$ cat src/rtl/ahb_pkg.sv
// ahb_pkg: shared AHB-Lite transfer encodings and the byte-lane decode used
// by the FPGA RAM adapter.
package ahb_pkg;

  typedef enum logic [1:0] {
    HTRANS_IDLE   = 2'b00,
    HTRANS_BUSY   = 2'b01,
    HTRANS_NONSEQ = 2'b10,
    HTRANS_SEQ    = 2'b11
  } htrans_e;

  typedef enum logic [2:0] {
    HSIZE_BYTE = 3'd0,
    HSIZE_HALF = 3'd1,
    HSIZE_WORD = 3'd2
  } hsize_e;

  // Error response sequencing: OKAY, then a stalled and a completing ERROR cycle.
  typedef enum logic [1:0] {
    ERR_OKAY = 2'd0,
    ERR_1    = 2'd1,
    ERR_2    = 2'd2
  } err_state_e;

  // Byte-lane enables for a transfer; oversized transfers act as words.
  function automatic logic [3:0] byte_mask(input logic [2:0] hsize, input logic [1:0] addr);
    logic [3:0] mask;
    case (hsize)
      HSIZE_BYTE: mask = 4'b0001 << addr;
      HSIZE_HALF: mask = addr[1] ? 4'b1100 : 4'b0011;
      default:    mask = 4'b1111;
    endcase
    return mask;
  endfunction

endpackage

$ cat src/rtl/ahb_to_fpga_ram_wbuf.sv
// ahb_to_fpga_ram_wbuf: one-entry write buffer. Holds a write whose data
// phase met a read address phase, drains it on the next free RAM cycle and
// merges its bytes into read data while it is still pending.
module ahb_to_fpga_ram_wbuf
  import ahb_pkg::*;
#(
  parameter int WAW = 12
) (
  input  logic           clk,
  input  logic           rst,
  input  logic           load,
  input  logic [WAW-1:0] load_addr,
  input  logic [3:0]     load_mask,
  input  logic [31:0]    load_data,
  input  logic           port_busy,
  input  logic           rd_dphase,
  input  logic [WAW-1:0] rd_addr,
  input  logic [31:0]    ram_rdata,
  output logic           drain,
  output logic           buf_valid,
  output logic [WAW-1:0] buf_addr,
  output logic [3:0]     buf_mask,
  output logic [31:0]    buf_data,
  output logic [31:0]    hrdata
);

  logic hit;

  // The buffer may use the RAM port only when nothing else owns it.
  assign drain = buf_valid & ~port_busy;
  assign hit   = buf_valid & (buf_addr == rd_addr);

  // Buffer occupancy: set on load, cleared once drained or on reset.
  // NOTE: sequential state uses non-blocking assignments so every register samples pre-edge values.
  always_ff @(posedge clk) begin
    if (rst) begin
      buf_valid <= 1'b0;
    end else if (load) begin
      buf_valid <= 1'b1;
    end else if (drain) begin
      buf_valid <= 1'b0;
    end
  end

  // Buffer payload, captured alongside the valid flag.
  // NOTE: payload registers carry no reset; buf_valid alone qualifies them.
  always_ff @(posedge clk) begin
    if (load) begin
      buf_addr <= load_addr;
      buf_mask <= load_mask;
      buf_data <= load_data;
    end
  end

  // Read data: RAM output with pending buffered bytes substituted; zero outside a read data phase.
  // NOTE: the output gets a default before any branch so no latch is inferred.
  always_comb begin
    hrdata = '0;
    if (rd_dphase) begin
      for (int i = 0; i < 4; i++) begin
        hrdata[8*i +: 8] = (hit && buf_mask[i]) ? buf_data[8*i +: 8] : ram_rdata[8*i +: 8];
      end
    end
  end

endmodule

$ cat src/rtl/ahb_to_fpga_ram.sv
// ahb_to_fpga_ram: AHB-Lite slave adapter for a synchronous single-port FPGA
// block RAM. Reads and writes complete with zero wait states; a write data
// phase that collides with a read address phase is parked in a one-entry
// buffer. Define AHB_TO_RAM_ERR_EN to answer misaligned or oversized
// transfers with a two-cycle ERROR response instead of accessing the RAM.
module ahb_to_fpga_ram
  import ahb_pkg::*;
#(
  parameter int AW = 14
) (
  input  logic          CLK,
  input  logic          RST,
  input  logic          HSEL,
  input  logic [31:0]   HADDR,
  input  logic [1:0]    HTRANS,
  input  logic [2:0]    HSIZE,
  input  logic          HWRITE,
  input  logic [31:0]   HWDATA,
  input  logic          HREADY,
  output logic          HREADYOUT,
  output logic          HRESP,
  output logic [31:0]   HRDATA,
  output logic [AW-3:0] RAM_ADDR,
  output logic [31:0]   RAM_WDATA,
  output logic [3:0]    RAM_WREN,
  output logic          RAM_CS,
  input  logic [31:0]   RAM_RDATA
);

  localparam int WAW = AW - 2;

  logic           addr_valid;
  logic           legal_ap;
  logic           rd_ap;
  logic           wr_ap;
  logic [WAW-1:0] ap_addr;
  logic [3:0]     ap_mask;
  logic           dph_valid;
  logic [WAW-1:0] dph_addr;
  logic [3:0]     dph_mask;
  logic           rd_dphase;
  logic [WAW-1:0] rd_addr;
  logic           drain;
  logic           buf_valid;
  logic [WAW-1:0] buf_addr;
  logic [3:0]     buf_mask;
  logic [31:0]    buf_data;
  logic [31:0]    merged_rdata;
  logic           unused_haddr;

  assign unused_haddr = &{1'b0, HADDR[31:AW]};
  assign addr_valid   = HSEL & HREADY & ((HTRANS == HTRANS_NONSEQ) | (HTRANS == HTRANS_SEQ));
  assign ap_addr      = HADDR[AW-1:2];
  assign ap_mask      = byte_mask(HSIZE, HADDR[1:0]);

`ifdef AHB_TO_RAM_ERR_EN
  err_state_e err_state;
  err_state_e err_next;
  logic       illegal;
  logic       ready_out;
  logic       resp_err;

  // Flag misaligned halfwords/words and sizes wider than a word.
  always_comb begin
    illegal = 1'b0;
    case (HSIZE)
      HSIZE_BYTE: illegal = 1'b0;
      HSIZE_HALF: illegal = HADDR[0];
      HSIZE_WORD: illegal = |HADDR[1:0];
      default:    illegal = 1'b1;
    endcase
  end

  assign legal_ap = addr_valid & ~illegal;

  // Error response state register.
  always_ff @(posedge CLK) begin
    if (RST) begin
      err_state <= ERR_OKAY;
    end else begin
      err_state <= err_next;
    end
  end

  // Error sequencing: the first ERROR cycle stalls the bus, the second completes it.
  always_comb begin
    err_next  = err_state;
    ready_out = 1'b1;
    resp_err  = 1'b0;
    case (err_state)
      ERR_OKAY: if (addr_valid && illegal) err_next = ERR_1;
      ERR_1: begin
        ready_out = 1'b0;
        resp_err  = 1'b1;
        err_next  = ERR_2;
      end
      ERR_2: begin
        resp_err = 1'b1;
        err_next = (addr_valid && illegal) ? ERR_1 : ERR_OKAY;
      end
      default: err_next = ERR_OKAY;
    endcase
  end

  assign HREADYOUT = RST | ready_out;
  assign HRESP     = ~RST & resp_err;
`else
  assign legal_ap  = addr_valid;
  assign HREADYOUT = 1'b1;
  assign HRESP     = 1'b0;
`endif

  assign rd_ap = legal_ap & ~HWRITE;
  assign wr_ap = legal_ap & HWRITE;

  // Control state of the pending write and read data phases.
  always_ff @(posedge CLK) begin
    if (RST) begin
      dph_valid <= 1'b0;
      rd_dphase <= 1'b0;
    end else begin
      dph_valid <= wr_ap;
      rd_dphase <= rd_ap;
    end
  end

  // Address and lane information carried from address phase into data phase.
  always_ff @(posedge CLK) begin
    if (wr_ap) begin
      dph_addr <= ap_addr;
      dph_mask <= ap_mask;
    end
    if (rd_ap) begin
      rd_addr <= ap_addr;
    end
  end

  ahb_to_fpga_ram_wbuf #(
    .WAW(WAW)
  ) u_wbuf (
    .clk       (CLK),
    .rst       (RST),
    .load      (dph_valid & rd_ap),
    .load_addr (dph_addr),
    .load_mask (dph_mask),
    .load_data (HWDATA),
    .port_busy (rd_ap | dph_valid),
    .rd_dphase (rd_dphase),
    .rd_addr   (rd_addr),
    .ram_rdata (RAM_RDATA),
    .drain     (drain),
    .buf_valid (buf_valid),
    .buf_addr  (buf_addr),
    .buf_mask  (buf_mask),
    .buf_data  (buf_data),
    .hrdata    (merged_rdata)
  );

  // RAM port arbitration: read address phase, then direct write, then buffer drain.
  always_comb begin
    RAM_CS    = 1'b0;
    RAM_WREN  = 4'b0000;
    RAM_ADDR  = ap_addr;
    RAM_WDATA = HWDATA;
    if (rd_ap) begin
      RAM_CS = 1'b1;
    end else if (dph_valid) begin
      RAM_CS   = 1'b1;
      RAM_ADDR = dph_addr;
      RAM_WREN = dph_mask;
    end else if (drain) begin
      RAM_CS    = 1'b1;
      RAM_ADDR  = buf_addr;
      RAM_WREN  = buf_mask;
      RAM_WDATA = buf_data;
    end
    if (RST) begin
      RAM_CS   = 1'b0;
      RAM_WREN = 4'b0000;
    end
  end

  assign HRDATA = RST ? 32'h0 : merged_rdata;

endmodule

$ cat config.mk
export PLATFORM = sky130hd
export DESIGN_NAME = ahb_to_fpga_ram
export DESIGN_NICKNAME = d
export VERILOG_FILES = /design/src/rtl/ahb_pkg.sv /design/src/rtl/ahb_to_fpga_ram_wbuf.sv /design/src/rtl/ahb_to_fpga_ram.sv
export SDC_FILE = /design/constraint.sdc
export NUM_CORES = 1
export LEC_CHECK = 0
export CORE_UTILIZATION = 42
export CTS_CLUSTER_SIZE = 25
export DETAILED_ROUTE_END_ITERATION = 10
export HOLD_SLACK_MARGIN = 0.1
export PLACE_DENSITY = 0.82
export SYNTH_ARGS = -nofsm -noshare
export SYNTH_HDL_FRONTEND = slang
export SYNTH_SLANG_ARGS = --single-unit
$ cat constraint.sdc
create_clock -name CLK -period 3.6 [get_ports CLK]
set_clock_uncertainty 0.1 [all_clocks]
set_input_delay 0.72 -clock CLK [delete_from_list [all_inputs] [get_ports CLK]]
set_output_delay 0.72 -clock CLK [all_outputs]
set_load 0.01 [all_outputs]
# Yosys cells after proc, flatten, opt, wreduce, memory -nomap -nowiden
# Index checks and enable logic that the tools add are counted.
dict set report classes {
  addsub 0
  multipliers 0
  div_mod_pow 0
  magnitude_cmp 0
  eq_ne 4
  shift 1
  mux 24
  n_bitwise 11
  reduce_logical 6
}
# operator n
set ops {}
lappend ops {{$mux W32} 5}
lappend ops {{$mux W12} 3}
lappend ops {{$mux W8} 4}
lappend ops {{$mux W4} 5}
lappend ops {{$eq A12 B12 Y1} 1}
lappend ops {{$pmux W4 S2} 1}
lappend ops {{$and A1 B1 Y1} 7}
lappend ops {{$mux W1} 6}
lappend ops {{$eq A2 B2 Y1 const B} 2}
lappend ops {{$logic_and A1 B1 Y1} 4}
lappend ops {{$shl A1 B2 Y4 const A} 1}
lappend ops {{$eq A3 B1 Y1 const B} 1}
lappend ops {{$logic_not A3 Y1} 1}
lappend ops {{$not A1 Y1} 2}
lappend ops {{$or A1 B1 Y1} 2}
lappend ops {{$reduce_bool A2 Y1} 1}
dict set report totals {
  regBits 79
  latch_bits 0
  mem_bits_rw 0
  rom_bits 0
  in_bits 106
  memories 0
}

# Depth between registers and ports, before layout
# Gate-level depths: netlist of the first run.
dict set report logic_depth {
  ltp_word 11
  ltp_mapped 7
  ltp_nobuf 5
}

# Cells and area by module
# A second synthesis of the first run with hierarchy kept.
dict set report hier_totals {
  hier_cells 369
  area_unflattened_um2 4415.5
}
# mod instances cells_per_inst area_each_um2
set by_module_without_submodules {}
lappend by_module_without_submodules {ahb_to_fpga_ram_wbuf 1 178 2308.5}
lappend by_module_without_submodules {ahb_to_fpga_ram 1 191 2107.0}

# Worst setup path after synthesis of the first run
# Ideal clock, no wire load.
dict set report synth_timing {
  path_kind {input to register}
  start {input HTRANS[1]}
  end {register u_wbuf.buf_addr[0], enable pin}
  arrival_ps 2816
  setup_slack_ps 282
  path_stages 6
  path_cell_list {nand3_1 > nand2b_1 > inv_1 > clkbuf_1 > nand2_1 > inv_1}
}
dict set report synth_via {
  elab_chain_cells 5
  elab_cells_between_ends 6
  cone_classes {eq/ne (2); bitwise (4)}
}
# item line
set synth_lines {}
lappend synth_lines {{start: declaration} ahb_to_fpga_ram.sv:15} ;# input logic [1:0] HTRANS,
lappend synth_lines {{$eq A2 B2 Y1} ahb_to_fpga_ram.sv:52} ;# assign addr_valid = HSEL & HREADY & ((HTRANS == HTRANS_NONSEQ) | (HTRANS == HTRANS_SEQ));
lappend synth_lines {{$or A1 B1 Y1 *} ahb_to_fpga_ram.sv:52}
lappend synth_lines {{$and A1 B1 Y1 *} ahb_to_fpga_ram.sv:52}
lappend synth_lines {{$and A1 B1 Y1 *} ahb_to_fpga_ram.sv:113} ;# assign rd_ap = legal_ap & ~HWRITE;
lappend synth_lines {{via rd_ap} ahb_to_fpga_ram.sv:34} ;# logic rd_ap;
lappend synth_lines {{$and A1 B1 Y1 *} ahb_to_fpga_ram.sv:143} ;# .load (dph_valid & rd_ap),
lappend synth_lines {{via u_wbuf.load} ahb_to_fpga_ram_wbuf.sv:11} ;# input logic load,
lappend synth_lines {{end signal: assignment} ahb_to_fpga_ram_wbuf.sv:49} ;# buf_addr <= load_addr;
lappend synth_lines {{end: declaration} ahb_to_fpga_ram_wbuf.sv:21} ;# output logic [WAW-1:0] buf_addr,
# Mark *: on every way through the listed nets, which the timed path passes. The rest lies on a longest branch.
# A chain may end at the register's enable or synchronous reset.

# Worst setup path in the final report of the first run
dict set report layout_timing {
  start {register u_wbuf.buf_addr[8]}
  end {output HRDATA[13]}
}
dict set report layout_via {
  elab_chain_cells 6
}
# item line
set layout_lines {}
lappend layout_lines {{$eq A12 B12 Y1} ahb_to_fpga_ram_wbuf.sv:31} ;# assign hit = buf_valid & (buf_addr == rd_addr);
lappend layout_lines {{$and A1 B1 Y1} ahb_to_fpga_ram_wbuf.sv:31}
lappend layout_lines {{$logic_and A1 B1 Y1} ahb_to_fpga_ram_wbuf.sv:61} ;# hrdata[8*i +: 8] = (hit && buf_mask[i]) ? buf_data[8*i +: 8] : ram_rdata[8*i +: 8];
lappend layout_lines {{$mux W8} ahb_to_fpga_ram_wbuf.sv:61}
lappend layout_lines {{$mux W32} ahb_to_fpga_ram_wbuf.sv:59} ;# if (rd_dphase) begin
lappend layout_lines {{$mux W32} ahb_to_fpga_ram.sv:183} ;# assign HRDATA = RST ? 32'h0 : merged_rdata;
lappend layout_lines {{end: declaration} ahb_to_fpga_ram.sv:22} ;# output logic [31:0] HRDATA,
# Every way passes these cells.

==> results of run 1 <==
stage by stage:
step                      hold WS, ns  setup TNS (ns)
after global routing           0.3611         -0.3436
after global placement         0.3296         -0.2854
after detailed placement       0.3325         -0.9113
after floorplan                0.3273               0
after CTS                      0.3549       -0.007291
final                          0.3557               0
flip-flops by register name, indices dropped and copies added, names as in the netlist:
name	cells
dph_valid	1
u_wbuf.buf_addr	12
u_wbuf.buf_mask	4
u_wbuf.buf_valid	1
u_wbuf.buf_data	32
dph_mask	4
rd_dphase	1
rd_addr	12
dph_addr	12
cells in the mapped netlist, types with 2 or more instances:
| library cell | number | share of area |
|---|---|---|
| buf_4 | 2 | 0.0036 |
| o21ai_0 | 45 | 0.055 |
| buf_2 | 3 | 0.0036 |
| nor3_1 | 6 | 0.0073 |
| dfxtp_1 | 3 | 0.015 |
| o21ai_1 | 5 | 0.0061 |
| nor2_1 | 6 | 0.0055 |
| nand3_1 | 2 | 0.0024 |
| bufbuf_8 | 2 | 0.0091 |
| xor2_1 | 3 | 0.0064 |
| nand2_1 | 2 | 0.0018 |
| buf_6 | 9 | 0.025 |
| inv_1 | 8 | 0.0073 |
| clkbuf_1 | 15 | 0.014 |
| a21oi_1 | 33 | 0.040 |
| conb_1 | 2 | 0.0018 |
| xnor2_1 | 5 | 0.011 |
| nand4_1 | 36 | 0.055 |
| a22oi_1 | 16 | 0.029 |
| mux2_2 | 20 | 0.055 |
| mux2_1 | 12 | 0.033 |
| nor2b_1 | 14 | 0.021 |
| edfxtp_1 | 76 | 0.55 |
| nand2b_1 | 2 | 0.0030 |
| a31oi_1 | 12 | 0.018 |
cell type report:
type                            instances  share of cell area
Clock buffer                            9             0.01991
Sequential cell                        79              0.3764
Multi-Input combinational cell        231              0.2548
Timing Repair Buffer                  192              0.3087
Inverter                                9            0.005429
Tap cell                              129             0.02594
Clock inverter                          7            0.008848
cell families after synthesis:
family / after synthesis / synth area share
other cells: 2 / 0.001822
simple gates: 73 / 0.1077
xor+xnor: 8 / 0.01700
compound gates: 114 / 0.1542
mux: 32 / 0.08741
flops: 79 / 0.5681
buf+inv: 41 / 0.06373
final timing paths:
kind / startpoint / end / slack [ns]
worst max-delay path: u_wbuf.buf_addr[8]$_DFFE_PP_ / HRDATA[13] / 0.03
worst min-delay path: dph_addr[8]$_DFFE_PP_ / u_wbuf.buf_addr[8]$_DFFE_PP_ / 0.36
worst max register to register: dph_valid$_SDFF_PP0_ / u_wbuf.buf_data[5]$_DFFE_PP_ / 2.13
worst min register to register: dph_addr[8]$_DFFE_PP_ / u_wbuf.buf_addr[8]$_DFFE_PP_ / 0.36
power by group through the flow:
stage / sequential [W] / clock, W / combinational [W]
final: 0.00102 / 0.000607 / 0.000245
after global routing: 0.00102 / 0.000657 / 0.000261
after global placement: 0.00104 / 0 / 0.000247
after detailed placement: 0.00104 / 0 / 0.000253
after CTS: 0.00102 / 0.000617 / 0.000242
after floorplan: 0.00104 / 0 / 0.0000768
what timing repair did:
item,4_1_cts,5_1_grt
hold buffers,0,0
setup endpoints to repair,38,43
pin swaps,0,5
gates resized for setup,32,24
setup buffers,2,3
gates cloned,1,2
per-layer routing:
| metal | vias up | GRT usage | part of all wire |
|---|---|---|---|
| met2 | 163 | 0.4014 | 0.49 |
| li1 | 1714 | - | - |
| met3 | 32 | 0.04161 | 0.064 |
| met4 | 0 | 0.09810 | 0.032 |
| met5 | - | 0 | 0 |
| met1 | 1781 | 0.2896 | 0.42 |
==> flow_summary.yaml, run 1 <==
run_status:
  status: "complete, no violations"
floorplan:
  initial_utilization: 0.4399
  ios: 189
  die_h_um: 101.1
  die_w_um: 101.1
  rows: 35
  core_um2: 9371
  die-area_um2: 10220
timing:
  slew_headroom: 0.5540
  fin_ws_ns: 0.03373
  slew_violations: 0
  setup_viol: 0
  min_period_over_period: 0.9906
  max_freq_ghz: 0.2804
  hold_viol_final: 0
  worstMarginPinSlew_ns: 0.6690
  rsz0062_at_grt: "yes"
  fin_crit_ns: 3.566
layout:
  drive_above_1_share: 0.1404
  antenna_cells: 0
  area_growth_pct: 50.93
  final_cell_count_no_fill: 656
  fin_nets: 628
  final_cell_mix: "clkdlybuf4s50_1 (130), edfxtp_1 (76), o21ai_0 (41)"
  final_util: 0.6640
  fill_cells: 723
  multi_input_area_um2: 1585
  finish.instance_area_um2: 6222
  final_common_cell: "clkdlybuf4s50_1"
  regArea_um2: 2342
placed_design:
  dp_hpwl_um: 8439
  place_inst: 632
  place.gp.congestion: 0.7832
  post_dp_cell_area_um2: 5922
  io_buffers: 167
  place_ws_ns: -0.05518
clocking:
  htree_levels: 3
  cts_tree: "yes"
  cts_made_buffers: 9
  clock_sinks: 79
  cts_root_buf: "clkbuf_8"
  clkTransAtPathRegs_ns: 0.09
  clock_path_buffers: 2
  clk_latency_ns: 0.35
power_and_ir_drop:
  p_leak_nw: 2.169
  combPwrFrac: 0.131
  internal-power_w: 0.001425
  vdd_drop_max_uv: 210.5
  p_total_w: 0.001873
  pwr-share-seq: 0.545
  switching_share: 0.2394
  powerDensity_nw_per_um2: 301.0
  power_switching_w: 0.0004484
  pwr-share-clk: 0.324
critical_path:
  ff2ff_path_depth: 3
  cp_cell_sequence: "xnor2_2, nand3_2, buf_4, or4_4, o21ai_0, a21oi_1, clkdlybuf4s50_1"
  cpPeakStageDelay_ns: 0.61
  cp.depth: 7
  crit_type: "reg -> out"
  crit_fanout: 16
  critPathArrivalTime_ns: 2.75
  crit_family: "simple AND/OR/NAND/NOR gates"
  required_ns: 2.78
  startpoint_type: "register"
  end_kind: "primary output"
  crit_buf_inv: 2
  slowest_stage: "or4_4"
drt:
  drc: 0
  routed_via_density: 5.625
  wl_per_cell_um: 19.19
  antenna_left: 0
  first_pass_iters: 5
  postRouteWirelength_um: 12590
  drt_iter0_drc: 177
  via_count: 3690
yosys:
  synth_edf_count: 76
  synth_cell_types: 35
  seq_area_frac_synth: 0.5681
  ys_async_sr_fraction: 0
  syn_area_per_cell_um2: 11.81
  synthCells: 349
  synth_seq_cells: 79
  syn_nets: 455
  ys.flop_type: "edfxtp_1"
  ys_warn_count: 0
  netlist_area_um2: 4123
global_route:
  grt_overflow_total: 0
  grt_pass1_vias: 3567
  grt_start_max_net_pins: 33
  grt_use_total: 0.2338
  antenna_found_initial: 0
  grt_pass1_wl_um: 18230
min_path:
  hp-class: "reg -> reg"
  hold_depth: 0
job:
  cap_violations: 0
Power figures use the tool's default switching activity.
==> run 2, diff against run 1 <==
--- a/config.mk
+++ b/config.mk
@@ -5,10 +5,11 @@
 export SDC_FILE = /design/constraint.sdc
 export NUM_CORES = 1
 export LEC_CHECK = 0
+export CAP_MARGIN = 20
 export CORE_UTILIZATION = 42
 export CTS_CLUSTER_SIZE = 25
 export DETAILED_ROUTE_END_ITERATION = 10
-export HOLD_SLACK_MARGIN = 0.1
+export HOLD_SLACK_MARGIN = 0.15
 export PLACE_DENSITY = 0.82
 export SYNTH_ARGS = -nofsm -noshare
 export SYNTH_HDL_FRONTEND = slang
==> results of run 2 <==
The final DEF is identical to that of run 1; final timing and power are the same.
==> run 3, diff against run 2 <==
--- a/config.mk
+++ b/config.mk
@@ -6,11 +6,13 @@
 export NUM_CORES = 1
 export LEC_CHECK = 0
 export CAP_MARGIN = 20
-export CORE_UTILIZATION = 42
+export CORE_UTILIZATION = 50
 export CTS_CLUSTER_SIZE = 25
 export DETAILED_ROUTE_END_ITERATION = 10
+export DONT_BUFFER_PORTS = 1
 export HOLD_SLACK_MARGIN = 0.15
-export PLACE_DENSITY = 0.82
+export PLACE_DENSITY = 0.66
 export SYNTH_ARGS = -nofsm -noshare
 export SYNTH_HDL_FRONTEND = slang
 export SYNTH_SLANG_ARGS = --single-unit
+export TNS_END_PERCENT = 30
==> run 3 against run 2 <==
Hold slack got worse by 0.019 ns. Wire length shrank 25%. Fmax rose by 6.0%. Critical endpoint is now HRDATA[11].
==> flow_summary.yaml, run 3 (synthesized netlist as in run 1, its figures left out) <==
floorplan:
  rows: 32
  die-area_um2: 8613
  die_w_um: 92.81
  ios: 189
  die_h_um: 92.81
  core_um2: 7848
  initial_utilization: 0.5254
timing:
  setup_tns_ns: 0
  whs_ns: 0.3365
  min_period_over_period: 0.9347
  worstMarginPinSlew_ns: 0.5862
  slew_headroom: 0.6087
  fin_crit_ns: 3.365
  setup_viol: 0
  max_freq_ghz: 0.2972
  slew_violations: 0
  hold_viol_final: 0
  rsz0062_at_grt: "no"
global_route:
  antenna_found_initial: 0
  grt_overflow_total: 0
  grt_use_total: 0.2117
  grt_pass1_wl_um: 13720
  grt_start_max_net_pins: 33
  grt_pass1_vias: 2654
layout:
  final_common_cell: "edfxtp_1"
  top_register: "u_wbuf.buf_data"
  largest_reg_flops: 32
  antenna_cells: 0
  final_cell_count_no_fill: 451
  fin_nets: 450
  area_growth_pct: 5.827
  drive_above_1_share: 0.1605
  fill_cells: 658
  final_cell_mix: "edfxtp_1 (76), o21ai_0 (45), nand4_1 (36)"
critical_path:
  cp.depth: 7
  end_kind: "primary output"
  crit_fanout: 21
  startpoint_type: "register"
  slowest_stage: "edfxtp_1"
  cp_cell_sequence: "xor2_1, a221oi_1, buf_4, and3_1, buf_4, nand4_1, a21oi_1"
  r2r_slack_ns: 1.50
  cp_common_cell: "buf_4"
  crit_family: "simple AND/OR/NAND/NOR gates"
  crit_type: "reg -> out"
  cpPeakStageDelay_ns: 0.43
  ff2ff_path_depth: 4
  required_ns: 2.78
  critPathArrivalTime_ns: 2.54
  crit_buf_inv: 2
power_and_ir_drop:
  vdd_drop_max_uv: 221.6
  powerDensity_nw_per_um2: 397.6
  p_total_w: 0.001735
  p_leak_nw: 1.325
drt:
  antenna_left: 0
  postRouteWirelength_um: 9445
  drc: 0
  routed_via_density: 6.532
  first_pass_iters: 4
  via_count: 2946
  wl_per_cell_um: 20.94
  drt_iter0_drc: 195
placed_design:
  place_inst: 434
  place.gp.congestion: 0.7416
  dp_hpwl_um: 6684
  io_buffers: 0
clocking:
  cts_root_buf: "clkbuf_8"
  cts_made_buffers: 9
  post_cts_resized: 0
  cts_setup_buffers: 0
  cts_hold_buf: 0
  clkTransAtPathRegs_ns: 0.08
  clock_sinks: 79
  clk_latency_ns: 0.35
  clock_path_buffers: 2
  htree_levels: 3
  cts_tree: "yes"
run_status:
  status: "complete, no violations"
job:
  cap_violations: 0
min_path:
  hold_depth: 1
  hp-class: "in -> reg"
[run 3: cell count changes in the layout (fill, tap and decap cells not counted), moves of 2 or more]
cell,change
clkdlybuf4s50_1,-130
dlygate4sd2_1,-29
dlymetal6s2s_1,-8
buf_4,-5
o21ai_0,+4
o21ai_1,-4
buf_12,-3
or4_4,-2
[run 3: cell type report]
| type | instances | area, um2 | area share |
|---|---|---|---|
| well taps | 102 | 127.6 | 0.02925 |
| multi-input cells | 229 | 1533 | 0.3513 |
| repair buffers | 16 | 140.1 | 0.03212 |
| clock buffers | 9 | 123.9 | 0.02839 |
| flip-flops and latches | 79 | 2342 | 0.5369 |
| inverters | 9 | 33.78 | 0.007743 |
| clock inverters | 7 | 62.56 | 0.01434 |
[run 3: through the flow]
step	worst slack [ns]	util	area, um2
2_1_floorplan	0.2815	-	4123
3_3_place_gp	0.5164	0.5303	4161
3_5_place_dp	0.4658	0.5303	4161
4_1_cts	0.2047	0.5541	4348
5_1_grt	0.05342	0.5560	4363
6_report	0.2351	0.5560	4363
[run 3: final timing paths]
kind	startpoint	end
worst max-delay path	u_wbuf.buf_addr[6]$_DFFE_PP_	HRDATA[11]
worst max register to register	dph_valid$_SDFF_PP0_	u_wbuf.buf_addr[4]$_DFFE_PP_
worst min register to register	dph_mask[3]$_DFFE_PP_	u_wbuf.buf_mask[3]$_DFFE_PP_
worst min-delay path	RST	u_wbuf.buf_valid$_SDFFE_PP0P_
[run 3: per-layer routing]
layer / wire length, um / part of all wire / vias to the layer above / GRT usage
met5: 0 / 0 / - / 0
met3: 691 / 0.073 / 11 / 0.05829
li1: - / - / 1349 / -
met4: 133 / 0.014 / 0 / 0.07051
met2: 4628 / 0.49 / 140 / 0.3468
met1: 3991 / 0.42 / 1446 / 0.2705
[run 3: power breakdown]
part / internal (W) / switching [W] / total (W)
logic: 0.0000341 / 0.0000551 / 0.0000892
registers: 0.00102 / 0.00000524 / 0.00102
clock network: 0.000265 / 0.000359 / 0.000624
total: 0.00132 / 0.000420 / 0.00173
